===== src/rtl/set_cmd_dispatch.sv =====
// Command front-end for the circle point-count engine: queues host commands,
// issues them one at a time over the engine's en/busy/valid handshake and
// returns each result paired with the command's tag.
// Latency: push-to-set_en is 2 edges (issue decision registered); set_valid to res_valid is 1 edge.
// Backpressure: cmd_ready = !full; a held result (res_valid && !res_ready) blocks further issue.
// Ports:
//   clk, rst                       clock, asynchronous active-high reset
//   cmd_valid/cmd_ready            host command handshake
//   cmd_central/cmd_radius/cmd_tag command payload
//   set_en/set_central/set_radius  engine start pulse and operands
//   set_busy/set_valid             engine status and one-cycle result strobe
//   set_candidate                  engine result
//   res_valid/res_ready            host result handshake
//   res_count/res_tag              captured result and its tag
//   pending                        queued commands plus the one in flight
module set_cmd_dispatch #(
    parameter int DEPTH = 4,
    parameter int TAG_W = 4
) (
    input  logic                     clk,
    input  logic                     rst,
    input  logic                     cmd_valid,
    output logic                     cmd_ready,
    input  logic [7:0]               cmd_central,
    input  logic [3:0]               cmd_radius,
    input  logic [TAG_W-1:0]         cmd_tag,
    output logic                     set_en,
    output logic [7:0]               set_central,
    output logic [3:0]               set_radius,
    input  logic                     set_busy,
    input  logic                     set_valid,
    input  logic [7:0]               set_candidate,
    output logic                     res_valid,
    input  logic                     res_ready,
    output logic [7:0]               res_count,
    output logic [TAG_W-1:0]         res_tag,
    output logic [$clog2(DEPTH):0]   pending
);
    localparam int AW = $clog2(DEPTH);
    localparam int EW = 8 + 4 + TAG_W;

    typedef enum logic [1:0] {
        IDLE,
        WAIT_BUSY,
        WAIT_VALID,
        WAIT_IDLE
    } state_t;

    state_t state;
    state_t state_nxt;

    logic [EW-1:0]    mem [DEPTH];
    logic [AW-1:0]    wr_ptr;
    logic [AW-1:0]    rd_ptr;
    logic [AW:0]      count;
    logic             push;
    logic             pop;
    logic             capture;
    logic [EW-1:0]    head;
    logic [TAG_W-1:0] fly_tag;

    // Full is derived from the registered count only, so a pop in the same
    // cycle cannot raise cmd_ready until the following cycle.
    assign cmd_ready = (count != (AW+1)'(DEPTH));
    assign push      = cmd_valid && cmd_ready;
    assign head      = mem[rd_ptr];
    assign pending   = count + (AW+1)'(state != IDLE);

    // ---------------- FSM ----------------
    always_ff @(posedge clk or posedge rst) begin
        if (rst) begin
            state <= IDLE;
        end else begin
            state <= state_nxt;
        end
    end

    always_comb begin
        state_nxt = state;
        pop       = 1'b0;
        capture   = 1'b0;
        case (state)
            IDLE: begin
                // Never start while a result is parked or the engine has not
                // yet dropped busy from the previous command.
                if (count != '0 && !res_valid && !set_busy) begin
                    pop       = 1'b1;
                    state_nxt = WAIT_BUSY;
                end
            end
            WAIT_BUSY: begin
                if (set_busy) begin
                    state_nxt = WAIT_VALID;
                end
            end
            WAIT_VALID: begin
                if (set_valid) begin
                    capture   = 1'b1;
                    state_nxt = WAIT_IDLE;
                end
            end
            WAIT_IDLE: begin
                if (!set_busy) begin
                    state_nxt = IDLE;
                end
            end
            default: state_nxt = IDLE;
        endcase
    end

    // ---------------- command FIFO ----------------
    always_ff @(posedge clk) begin
        if (push) begin
            mem[wr_ptr] <= {cmd_central, cmd_radius, cmd_tag};
        end
    end

    always_ff @(posedge clk or posedge rst) begin
        if (rst) begin
            wr_ptr <= '0;
            rd_ptr <= '0;
            count  <= '0;
        end else begin
            if (push) begin
                wr_ptr <= wr_ptr + AW'(1);
            end
            if (pop) begin
                rd_ptr <= rd_ptr + AW'(1);
            end
            case ({push, pop})
                2'b10:   count <= count + (AW+1)'(1);
                2'b01:   count <= count - (AW+1)'(1);
                default: count <= count;
            endcase
        end
    end

    // ---------------- engine issue ----------------
    // Operands load only on issue, so they stay put through WAIT_BUSY and
    // keep their last values while the queue is empty.
    always_ff @(posedge clk or posedge rst) begin
        if (rst) begin
            set_en      <= 1'b0;
            set_central <= '0;
            set_radius  <= '0;
            fly_tag     <= '0;
        end else begin
            set_en <= pop;
            if (pop) begin
                {set_central, set_radius, fly_tag} <= head;
            end
        end
    end

    // ---------------- result slot ----------------
    // Capture and drain never coincide: issue requires an empty slot.
    always_ff @(posedge clk or posedge rst) begin
        if (rst) begin
            res_valid <= 1'b0;
            res_count <= '0;
            res_tag   <= '0;
        end else if (capture) begin
            res_valid <= 1'b1;
            res_count <= set_candidate;
            res_tag   <= fly_tag;
        end else if (res_valid && res_ready) begin
            res_valid <= 1'b0;
        end
    end

endmodule

===== config.mk =====
export PLATFORM = sky130hd
export DESIGN_NAME = set_cmd_dispatch
export DESIGN_NICKNAME = d
export VERILOG_FILES = /design/src/rtl/set_cmd_dispatch.sv
export SDC_FILE = /design/constraint.sdc
export NUM_CORES = 1
export LEC_CHECK = 0
export BUFFER_PORTS_ARGS = -buffer_cell sky130_fd_sc_hd__buf_2
export CAP_MARGIN = 20
export CORE_MARGIN = 2
export CORE_UTILIZATION = 51
export CTS_CLUSTER_DIAMETER = 30
export CTS_CLUSTER_SIZE = 24
export DETAILED_ROUTE_END_ITERATION = 10
export MAX_ROUTING_LAYER = met4
export PLACE_DENSITY = 0.85
export SYNTH_ARGS = -nofsm -noshare
export SYNTH_HDL_FRONTEND = slang
export SYNTH_SLANG_ARGS = --single-unit

===== constraint.sdc =====
create_clock -name clk -period 2.35 [get_ports clk]
set_input_delay 0.235 -clock clk [delete_from_list [all_inputs] [get_ports clk]]
set_output_delay 0.235 -clock clk [all_outputs]
set_load 0.05 [all_outputs]

# Word level (Yosys, flattened, before mapping)
# Memory sizes are Yosys's and may differ from the RTL's. A register that Yosys moved wholly into a read port is not among the register bits.
# Index checks and enable logic that the tools add are counted.
[word_totals] register_bits=23 ramBits=64 input_bits=30 output_inout_bits=30 elab_cells=50 n_memories=1
[op_classes] add_sub_neg=5 n_eq_ne=10 muxes=14 n_reduce_logical=12
[mem_list] name="mem" words=4 width=16 read_ports=1 rd_clocked_by_memory_dff=1 write_ports=1 line="52" source="logic [EW-1:0] mem [DEPTH];"
[ops] op="$mux W1" count=8
[ops] op="$mux W2" count=4
[ops] op="$ne A2 B2 Y1 const B" count=4
[ops] op="$pmux W2 S4" count=1
[ops] op="$eq A2 B2 Y1 const B" count=3
[ops] op="$pmux W3 S2" count=1
[ops] op="$reduce_bool A2 Y1" count=3
[ops] op="$add A2 B1 Y2 const B" count=2
[ops] op="$eq A2 B1 Y1 const B" count=2
[ops] op="$logic_and A1 B1 Y1" count=4
[ops] op="$reduce_and A4 Y1" count=1
[ops] op="$add A3 B1 Y3" count=1
[ops] op="$add A3 B1 Y3 const B" count=1
[ops] op="$ne A3 B3 Y1 const B" count=1
[ops] op="$reduce_bool A3 Y1" count=1
[ops] op="$sub A3 B1 Y3 const B" count=1
[ops] op="$logic_not A1 Y1" count=2
[ops] op="$logic_not A2 Y1" count=1

# Longest topological paths before layout
# Gate-level depths: netlist (run 1).
[depth] depth_word=7 ltp_mapped=11 depth_no_buf=10

# Worst setup path after synthesis (run 1)
# No wires, ideal clock.
[synth_path] kind="flip-flop to flip-flop" from="register count[0]" to="register count[2]" setup_time_ps=79 arrival_time_ps=2381 required_time_ps=2271 setup_slack_ps=-110 path_stages_with_launch=11 n_path_buf=0 period_less_slack_ps=2460 cell_sequence="dfrtp_1 > inv_1 > nand3_1 > and2_1 > inv_1 > ha_1 > inv_1 > fa_1 > xor2_1 > nor2_1 > xor2_1"
[synth_via] word_cells_on_any_way=13 classes_between="add/sub: 2; eq/ne: 3; mux: 3; reduce/logical: 5"
[synth_lines] item="start, declared" line="55" source="logic [AW:0] count;"
[synth_lines] item="start signal, assigned" line="131" source="2'b10: count <= count + (AW+1)'(1);"
[synth_lines] item="start signal, assigned" line="132" source="2'b01: count <= count - (AW+1)'(1);"
[synth_lines] item="start signal, assigned" line="133" source="default: count <= count;"
[synth_lines] item="$ne A3 B3 Y1 (*)" line="64" source="assign cmd_ready = (count != (AW+1)'(DEPTH));"
[synth_lines] item="net cmd_ready" line="23" source="output logic cmd_ready,"
[synth_lines] item="$logic_and A1 B1 Y1 (*)" line="65" source="assign push = cmd_valid && cmd_ready;"
[synth_lines] item="$eq A2 B1 Y1 or $eq A2 B2 Y1 (tied branches)" line="130" source="case ({push, pop})"
[synth_lines] item="$pmux W3 S2 or $reduce_bool A2 Y1 (tied branches)"
# Mark *: on every way through the listed nets, which the timed path passes. The rest lies on a longest branch.
# A chain may end at the register's enable or synchronous reset.

# Worst setup path after layout (run 1)
[layout_path] from="register state[1]" to="register count[2]"
[layout_via] elab_chain_cells=4 word_cells_on_any_way=6 classes_between="eq/ne: 2; mux: 2; reduce/logical: 2"
[layout_lines] item="start, declared" line="49" source="state_t state;"
[layout_lines] item="start signal, assigned" line="74" source="state <= state_nxt;"
[layout_lines] item="$logic_not A2 Y1 (*)" line="82" source="case (state)"
[layout_lines] item="$mux W1 (*)" line="82"
[layout_lines] item="$eq A2 B1 Y1 or $eq A2 B2 Y1 (tied branches)" line="130"
[layout_lines] item="$pmux W3 S2 or $reduce_bool A2 Y1 (tied branches)"
# Mark *: on every way between the ends. The rest lies on a longest branch, timed or not.

==> reports/metrics.cfg, run 1 <==
[run_status]
status = complete, no violations

[floorplan]
dieArea_um2 = 8660
fp-row-count = 32
die_y_um = 93.1
core_um2 = 7730
ios = 60
die_w_um = 93.1
initial_core_util = 0.524

[power]
switchingPower_w = 0.00271
combPwrFrac = 0.419
p_int_w = 0.00418
worst_ir_drop_vdd_v = 0.000777
p_leak_nw = 1.90
power_density_nw_per_um2 = 1460
p_sw_frac = 0.393
sequentialPowerShare = 0.404
clkPwrFrac = 0.177

[final_layout]
drive_above_1_share = 0.473
fin_util = 0.613
final_common_cell = edfxtp_1
final_cells = 384
fin_area_um2 = 4740
mostFrequentLayoutCells = edfxtp_1, buf_2, dfrtp_1, mux2_2, mux4_2
syn_to_final_growth_pct = 17.0
fillers = 576
fin_nets = 318

[setup_path]
end_kind = flip-flop
cpPeakStageDelay_ps = 420
worstReg2RegEnd = count[2]
startpoint = state[1]
critPathCapture = count[2]
crit_chain = inv_1 -> ha_2 -> inv_2 -> nor4_4 -> ha_4 -> inv_1 -> fa_2 -> xor2_1 -> nor2_1 -> xor2_1
startpoint_type = flip-flop
cp.arrival_ps = 2450
critPathMaxFanout = 4
cp.required_ps = 2640
r2r_cells = 10
rrSetupSlack_ps = 190
slowest_stage = dfrtp_1
critPathKind = reg2reg
regToRegStartpoint = state[1]

[sta]
fmax_mhz = 463
fin_crit_ps = 2160
finalHoldViolations = 0
finalCritPeriodShare = 0.919
fin_skew_ps = 12.2
final_max_slew_viol_count = 0
setup_viol = 0
tightest_slew_ps = 853
rsz0062_at_grt = no
slew_headroom = 0.431

[place]
numPortBuffers = 59
gp_congestion = 0.768
dp_hpwl_um = 4280
dp.cells = 367
place_area_um2 = 4510

[route]
drt_pass1_iterations = 4
routed_wl_um = 6400
drt_iter0_markers = 69
wire_per_inst_um = 16.7
vias = 1980
antenna_left = 0
vias_per_cell = 5.16
drcViolationCount = 0

[synthesis]
avgSynthCellArea_um2 = 19.8
netlist_instances = 204
synth_edf_count = 64
yosysUniqueCellTypes = 25
yosysSeqAreaShare = 0.716
ys.flop_type = edfxtp_1
ys_async_sr_fraction = 0.379
synth_top_area_frac = 0.475
yosys_warnings = 0
mappedNetlistArea_um2 = 4050
synth_fp_nets = 246
synth_seq_cells = 103
ys_top_cells_by_area = edfxtp_1, dfrtp_1, mux2_2
synth_top_area_cell = edfxtp_1

[cts]
cts_made_buffers = 9
htreeDepth = 3
postCtsSetupRepairBufs = 0
cts_tree = built
insertion_delay_ps = 360
post_cts_resized = 0
cts_hold_buf = 0
clk_pin_slew_ps = 100
cts_buffer_depth = 2
root_buffer = clkbuf_8
clock_sinks = 103

[global_routing]
grt_most_used_layer = met2
track_usage = 0.168
grt_overflow = 0
antenna_found_initial = 1
use_met3 = 0.0459
grt_use_met2 = 0.291
met1_usage = 0.193
grt_pass1_wl_um = 10400
grt_max_degree = 40
first_global_vias = 2085

[worst_hold_path]
hold_path_class = in2async

[run]
drv_cap = 0

power by group through the flow:
stage | sequential, W | clock, W | combinational (W)
after floorplan | 0.00355 | 0 | 0.00155
final | 0.00279 | 0.00122 | 0.00288
after global routing | 0.00286 | 0.00132 | 0.00310
after detailed placement | 0.00283 | 0 | 0.00292
after global placement | 0.00281 | 0 | 0.00284
after CTS | 0.00280 | 0.00125 | 0.00293
metal layers:
layer	share of wire	routed length [µm]
met1	0.39	2520
met2	0.54	3470
met3	0.050	317
met4	0.014	92
met5	0	0
area by class of cell:
type / instances / area, µm² / area share
Antenna cell: 1 / 2.50 / 0.000528
Multi-Input combinational cell: 83 / 1080 / 0.228
Sequential cell: 103 / 2900 / 0.612
Tap cell: 102 / 128 / 0.0269
Clock inverter: 7 / 104 / 0.0219
Timing Repair Buffer: 67 / 355 / 0.0750
Inverter: 12 / 45.0 / 0.00951
Clock buffer: 9 / 124 / 0.0261
cells in the mapped netlist (2+ instances only):
cell      number
and3_1         4
buf_1          2
buf_6          3
dfrtp_1       39
edfxtp_1      64
ha_1          11
inv_1         12
mux2_2        30
mux2i_1        2
mux4_1         3
mux4_2        13
nand2_1        2
o21ai_0        2
xnor2_1        3
xor2_1         4
critical path, delay by kind of cell (launching register included):
kind	cells	cell delay [ps]
xor+xnor	2	300
buf+inv	3	210
flops	1	420
simple gates	2	460
fa+ha+maj	3	730
logic make-up (layout without fill, tap and decap cells):
group	count (synthesis)	count (layout)	synth area share
compound gates	4	4	0.00618
fa+ha+maj	12	12	0.0389
xor+xnor	7	7	0.0151
other cells	0	1	0
flops	103	103	0.716
simple gates	12	12	0.0210
buf+inv	18	95	0.0226
mux	48	48	0.180
worst min path at each step:
stage                    from              to  slack [ps]  depth (start not counted)
global route        res_ready       res_valid          50                          2
detailed placement  res_ready       res_valid         420                          2
floorplan           res_ready       res_valid         330                          1
finish                    rst  set_central[1]          40                          2
global placement    res_ready       res_valid         420                          2
CTS                 res_ready       res_valid          40                          2
state kept, by name (all words and copies together), names as in the netlist:
name and count:
mem 64, res_count 8, set_central 8, fly_tag 4, res_tag 4, set_radius 4
count 3, rd_ptr 2, state 2, wr_ptr 2, res_valid 1, set_en 1
stage by stage:
| stage | hold slack [ps] | setup TNS, ps | worst slack [ps] | total power, W |
|---|---|---|---|---|
| after floorplan | 331 | -56.7 | -56.7 | 0.00510 |
| after global placement | 419 | 0 | 281 | 0.00565 |
| after detailed placement | 422 | 0 | 212 | 0.00575 |
| after CTS | 43.4 | 0 | 183 | 0.00698 |
| after global routing | 51.3 | 0 | 56.6 | 0.00728 |
| final | 38.6 | 0 | 191 | 0.00689 |
No activity file was read; power rests on OpenSTA's default activity.
==> inputs of run 2 (changes only) <==
==> config.mk (replaced) <==
export PLATFORM = sky130hd
export DESIGN_NAME = set_cmd_dispatch
export DESIGN_NICKNAME = d
export VERILOG_FILES = /design/src/rtl/set_cmd_dispatch.sv
export SDC_FILE = /design/constraint.sdc
export NUM_CORES = 1
export LEC_CHECK = 0
export CAP_MARGIN = 20
export CORE_MARGIN = 2
export CORE_UTILIZATION = 55
export CTS_CLUSTER_DIAMETER = 30
export CTS_CLUSTER_SIZE = 24
export DETAILED_ROUTE_END_ITERATION = 10
export DONT_BUFFER_PORTS = 1
export MAX_ROUTING_LAYER = met4
export PLACE_DENSITY = 0.83
export SYNTH_ARGS = -nofsm -noshare
export SYNTH_HDL_FRONTEND = slang
export SYNTH_SLANG_ARGS = --single-unit
==> run 2 against run 1 <==
  * Worst setup slack better by 3.4 ps
  * Critical endpoint unchanged
  * Sequential share of layout area increased by 1.6 points
  * Critical path type unchanged
  * Clock skew fell by 3.7 ps
  * Die area fell by 7.0%
  * Cell count down 11%
  * Register-to-register slack about the same
  * Fmax increased by 0.16%
==> reports/metrics.cfg, run 2 (synthesized netlist as in run 1, its figures left out) <==
[sta]
tightest_slew_ps = 876  ; was 853 ps
fmax_mhz = 464  ; was 463 MHz
fin_skew_ps = 8.50  ; was 12.2 ps
final_max_slew_viol_count = 0  ; unchanged
finalCritPeriodShare = 0.917  ; was 0.919
finalHoldViolations = 0  ; unchanged
setup_viol = 0  ; unchanged
fin_crit_ps = 2160  ; about the same
slew_headroom = 0.412  ; was 0.431
rsz0062_at_grt = no  ; unchanged

[final_layout]
largest_register_ff_count = 64  ; unchanged
mostFrequentLayoutCells = edfxtp_1, dfrtp_1, mux2_2, dlygate4sd3_1, mux4_2  ; was edfxtp_1, buf_2, dfrtp_1, mux2_2, mux4_2
drive_above_1_share = 0.311  ; was 0.473
fillers = 496  ; was 576
final_cells = 343  ; was 384
regMostFlops = mem  ; unchanged
final_common_cell = edfxtp_1  ; unchanged
fin_nets = 281  ; was 318
reg.largest.list = mem x64, res_count x8, set_central x8  ; unchanged
antenna_cells = 0  ; was 1
syn_to_final_growth_pct = 14.0  ; was 17.0%

[setup_path]
cp.arrival_ps = 2440  ; was 2450 ps
end_kind = flip-flop  ; unchanged
cp.required_ps = 2630  ; was 2640 ps
critPathMaxFanout = 4  ; unchanged
crit_buf_inv = 3  ; unchanged
critPathKind = reg2reg  ; unchanged
startpoint_type = flip-flop  ; unchanged
slowest_stage = dfrtp_1  ; unchanged
cpPeakStageDelay_ps = 420  ; about the same
path_delay_family = adder cells  ; unchanged
crit_chain = inv_1 -> ha_2 -> inv_2 -> nor4_4 -> ha_4 -> inv_1 -> fa_2 -> xor2_1 -> nor2_1 -> xor2_1  ; unchanged

[global_routing]
grt_overflow = 0  ; unchanged
first_global_vias = 1944  ; was 2,085
track_usage = 0.171  ; was 0.168
grt_max_degree = 24  ; was 40
antenna_found_initial = 0  ; was 1
grt_pass1_wl_um = 10100  ; was 10,400 µm

[cts]
insertion_delay_ps = 360  ; about the same
cts_made_buffers = 9  ; unchanged
clk_pin_slew_ps = 100  ; about the same
htreeDepth = 3  ; unchanged
clock_sinks = 103  ; unchanged
postCtsSetupRepairBufs = 0  ; unchanged
cts_tree = built  ; unchanged
post_cts_resized = 0  ; unchanged
cts_buffer_depth = 2  ; unchanged
root_buffer = clkbuf_8  ; unchanged

[route]
drt_pass1_iterations = 5  ; was 4
wire_per_inst_um = 18.7  ; was 16.7 µm
antenna_left = 0  ; unchanged
drt_iter0_markers = 106  ; was 69
vias = 1901  ; was 1,980
routed_wl_um = 6400  ; about the same
vias_per_cell = 5.54  ; was 5.16
drcViolationCount = 0  ; unchanged

[place]
dp_hpwl_um = 4110  ; was 4280 µm
gp_congestion = 0.695  ; was 0.768
numPortBuffers = 0  ; was 59
dp.cells = 308  ; was 367

[power]
p_leak_nw = 1.73  ; was 1.90 nW
finalPower_w = 0.00652  ; was 0.00689 W
power_density_nw_per_um2 = 1410  ; was 1460 nW/µm²
worst_ir_drop_vdd_v = 0.000623  ; was 0.000777 V

[run_status]
status = complete, no violations  ; unchanged

[floorplan]
fp-row-count = 31  ; was 32
die_y_um = 89.8  ; was 93.1 µm
ios = 60  ; unchanged
die_w_um = 89.8  ; was 93.1 µm
core_um2 = 7180  ; was 7730 µm²
initial_core_util = 0.564  ; was 0.524
dieArea_um2 = 8060  ; was 8660 µm²

[worst_hold_path]
hold_path_class = in2reg  ; was in2async

[run]
drv_cap = 0  ; unchanged

[run 2: worst register-to-register path: stages, from the launching register on]
cell and delay, ps:
dfrtp_1 420, inv_1 100, ha_2 210, inv_2 60, nor4_4 320, ha_4 190
inv_1 50, fa_2 330, xor2_1 150, nor2_1 130, xor2_1 160
[run 2: worst paths after layout]
| check | start | to | slack, ps | cells after the start |
|---|---|---|---|---|
| max reg2reg | state[0] | count[2] | 190 | 10 |
| max in group asynchronous | rst | fly_tag[2] | 1270 | 3 |
| max | state[0] | count[2] | 190 | 10 |
| min in group asynchronous | rst | res_count[2] | 390 | 2 |
| min | set_candidate[3] | res_count[3] | 20 | 1 |
| min reg2reg | fly_tag[3] | fly_tag[3] | 520 | 1 |
[run 2: what timing repair did]
action | 4_1_cts | 5_1_grt
hold buffers | 18 | 1
setup endpoints to repair | 0 | 0
hold endpoints to repair | 87 | 1
[run 2: area by class of cell]
| type | count | area [µm²] | share of cell area |
|---|---|---|---|
| timing repair buffer | 30 | 285 | 0.0618 |
| clock inverter | 6 | 43.8 | 0.00949 |
| inverter | 12 | 45.0 | 0.00976 |
| sequential | 103 | 2900 | 0.628 |
| multi-input combinational | 83 | 1080 | 0.234 |
| tap | 99 | 124 | 0.0268 |
| clock buffer | 10 | 138 | 0.0298 |
[run 2: per-stage QoR]
step | hold WS [ps] | setup WS, ps | TNS (ps) | instance area [µm²] | utilization
floorplan | 331 | -56.7 | -56.7 | 4070 | -
global placement | 216 | 287 | 0 | 4240 | 0.591
detailed placement | 243 | 194 | 0 | 4240 | 0.591
CTS | 5.80 | 175 | 0 | 4600 | 0.642
global route | 7.22 | 57.4 | 0 | 4610 | 0.643
finish | 18.6 | 195 | 0 | 4610 | 0.643
[run 2: power by group]
part           switching, W  internal (W)
clock              0.000588      0.000420
combinational      0.000961      0.000936
sequential          0.00111       0.00250
total               0.00266       0.00386
[run 2: routing by layer]
| layer | vias up | routed length, µm | global-route usage |
|---|---|---|---|
| met2 | 61 | 3300 | 0.275 |
| met5 | - | 0 | - |
| met4 | 0 | 116 | 0.0769 |
| li1 | 845 | - | - |
| met1 | 982 | 2680 | 0.210 |
| met3 | 13 | 302 | 0.0394 |
==> inputs of run 3 (changes only) <==
--- a/config.mk
+++ b/config.mk
@@ -6,7 +6,7 @@
 export NUM_CORES = 1
 export LEC_CHECK = 0
 export CAP_MARGIN = 20
-export CORE_MARGIN = 2
+export CORE_MARGIN = 4
 export CORE_UTILIZATION = 55
 export CTS_CLUSTER_DIAMETER = 30
 export CTS_CLUSTER_SIZE = 24
==> run 3 against run 2 <==
  * Total power decreased by 1.2%
  * Fmax increased by 1.2%
  * Die area increased by 9.1%
  * Highest routed layer unchanged
==> reports/metrics.cfg, run 3 (synthesized netlist as in run 1, its figures left out) <==
[run_status]
status = complete, no violations  ; unchanged

[cts]
htreeDepth = 3  ; unchanged
cts_hold_buf = 18  ; unchanged
clock_sinks = 103  ; unchanged
root_buffer = clkbuf_8  ; unchanged
cts_made_buffers = 9  ; unchanged
clk_pin_slew_ps = 80  ; was 100 ps
post_cts_resized = 0  ; unchanged
insertion_delay_ps = 350  ; was 360 ps
cts_tree = built  ; unchanged
postCtsSetupRepairBufs = 0  ; unchanged
cts_buffer_depth = 2  ; unchanged

[global_routing]
track_usage = 0.168  ; was 0.171
grt_pass1_wl_um = 10400  ; was 10,100 µm
grt_overflow = 0  ; unchanged
antenna_found_initial = 0  ; unchanged
grt_max_degree = 40  ; was 24
first_global_vias = 2078  ; was 1,944

[power]
p_sw_frac = 0.404  ; was 0.408
p_int_w = 0.00383  ; was 0.00386 W
switchingPower_w = 0.00260  ; was 0.00266 W
worst_ir_drop_vdd_v = 0.000634  ; was 0.000623 V
clkPwrFrac = 0.147  ; was 0.155
sequentialPowerShare = 0.559  ; was 0.554
power_density_nw_per_um2 = 1410  ; about the same
p_leak_nw = 1.73  ; about the same
combPwrFrac = 0.294  ; was 0.291

[setup_path]
crit_chain = inv_1 -> ha_2 -> inv_2 -> nor4_4 -> ha_4 -> inv_1 -> fa_2 -> xor2_1 -> nor2_1 -> xor2_1  ; unchanged
worstReg2RegEnd = count[2]  ; unchanged
path_delay_family = adder cells  ; unchanged
end_kind = flip-flop  ; unchanged
critPathMaxFanout = 4  ; unchanged
regToRegStartpoint = state[0]  ; unchanged
startpoint_type = flip-flop  ; unchanged
critPathKind = reg2reg  ; unchanged
cp.arrival_ps = 2410  ; was 2440 ps
r2r_cells = 10  ; unchanged
rrSetupSlack_ps = 220  ; was 190 ps
slowest_stage = dfrtp_1  ; unchanged
cp.required_ps = 2630  ; about the same
cpPeakStageDelay_ps = 420  ; about the same
crit_buf_inv = 3  ; unchanged

[sta]
fin_skew_ps = 8.78  ; was 8.50 ps
finalCritPeriodShare = 0.906  ; was 0.917
tightest_slew_ps = 811  ; was 876 ps
setup_viol = 0  ; unchanged
fin_crit_ps = 2130  ; was 2160 ps
rsz0062_at_grt = no  ; unchanged
finalHoldViolations = 0  ; unchanged
final_max_slew_viol_count = 0  ; unchanged
finalSetupTns_ps = 0  ; unchanged
slew_headroom = 0.459  ; was 0.412
fmax_mhz = 470  ; was 464 MHz

[final_layout]
fin_util = 0.635  ; was 0.643
syn_to_final_growth_pct = 13.1  ; was 14.0%
antenna_cells = 0  ; unchanged
largest_register_ff_count = 64  ; unchanged
reg.largest.list = mem x64, res_count x8, set_central x8  ; unchanged
drive_above_1_share = 0.309  ; was 0.311
fin_nets = 280  ; was 281
final_common_cell = edfxtp_1  ; unchanged
regMostFlops = mem  ; unchanged
mostFrequentLayoutCells = edfxtp_1, dfrtp_1, mux2_2, dlygate4sd3_1, mux4_2  ; unchanged

[floorplan]
die_y_um = 93.8  ; was 89.8 µm
ios = 60  ; unchanged
initial_core_util = 0.561  ; was 0.564
die_w_um = 93.8  ; was 89.8 µm
core_um2 = 7210  ; was 7180 µm²
dieArea_um2 = 8800  ; was 8060 µm²
fp-row-count = 31  ; unchanged

[place]
dp_hpwl_um = 4250  ; was 4110 µm
gp_congestion = 0.704  ; was 0.695
numPortBuffers = 0  ; unchanged

[route]
drt_pass1_iterations = 4  ; was 5
drt_iter0_markers = 85  ; was 106
vias = 1864  ; was 1,901
routed_wl_um = 6370  ; was 6400 µm
wire_per_inst_um = 18.6  ; was 18.7 µm
antenna_left = 0  ; unchanged
drcViolationCount = 0  ; unchanged
vias_per_cell = 5.45  ; was 5.54

[run]
drv_cap = 0  ; unchanged

[worst_hold_path]
worstHoldEndpoint = res_count[0]  ; was res_count[3]
hold_path_class = in2reg  ; unchanged
hold_path.startpoint = set_candidate[0]  ; was set_candidate[3]
holdPathStages = 1  ; unchanged

[run 3: changes by cell type in the layout (fill, tap and decap cells not counted), sizes merged]
| cell | delta |
|---|---|
| clkinv | +1 |
| inv | -1 |
| clkinvlp | -2 |
| dlygate4sd3 | -1 |
| clkbuf | +2 |
[run 3: layer usage]
| layer | GRT usage | up-vias | routed length [µm] | share of wire |
|---|---|---|---|---|
| li1 | - | 845 | - | - |
| met1 | 0.182 | 955 | 2440 | 0.38 |
| met2 | 0.289 | 58 | 3450 | 0.54 |
| met3 | 0.0577 | 6 | 415 | 0.065 |
| met4 | 0.0542 | 0 | 63 | 0.0099 |
| met5 | - | - | 0 | 0 |
[run 3: power by group through the flow]
| stage | clock, W | sequential (W) | combinational (W) |
|---|---|---|---|
| 4_1_cts | 0.000981 | 0.00362 | 0.00194 |
| 3_3_place_gp | 0 | 0.00362 | 0.00183 |
| 5_1_grt | 0.00105 | 0.00367 | 0.00209 |
| 6_report | 0.000948 | 0.00360 | 0.00189 |
| 3_5_place_dp | 0 | 0.00366 | 0.00190 |
| 2_1_floorplan | 0 | 0.00355 | 0.00155 |
[run 3: layout make-up]
cell class              count  area (µm²)
repair buffers             29         263
inverters                  12        45.0
well taps                  99         124
multi-input cells          83        1080
clock buffers              12         145
clock inverters             4        22.5
flip-flops and latches    103        2900
fillers                   528        2640
[run 3: how the worst max path moves through the flow]
| stage | from | to | depth (start not counted) |
|---|---|---|---|
| 2_1_floorplan | state[0] | count[2] | 11 |
| 3_3_place_gp | state[0] | count[2] | 10 |
| 3_5_place_dp | state[0] | count[2] | 10 |
| 4_1_cts | state[0] | count[2] | 10 |
| 5_1_grt | state[1] | count[2] | 10 |
| 6_report | state[0] | count[2] | 10 |
[run 3: stage by stage]
stage	total power [W]	cell area, µm²	hold slack, ps	setup slack (ps)	cells
3_3_place_gp	0.00545	4230	329	277	308
5_1_grt	0.00680	4580	4.36	92.1	342
2_1_floorplan	0.00510	4070	331	-56.7	204
3_5_place_dp	0.00556	4230	328	209	308
6_report	0.00644	4580	30.3	221	342
4_1_cts	0.00654	4580	9.77	195	342
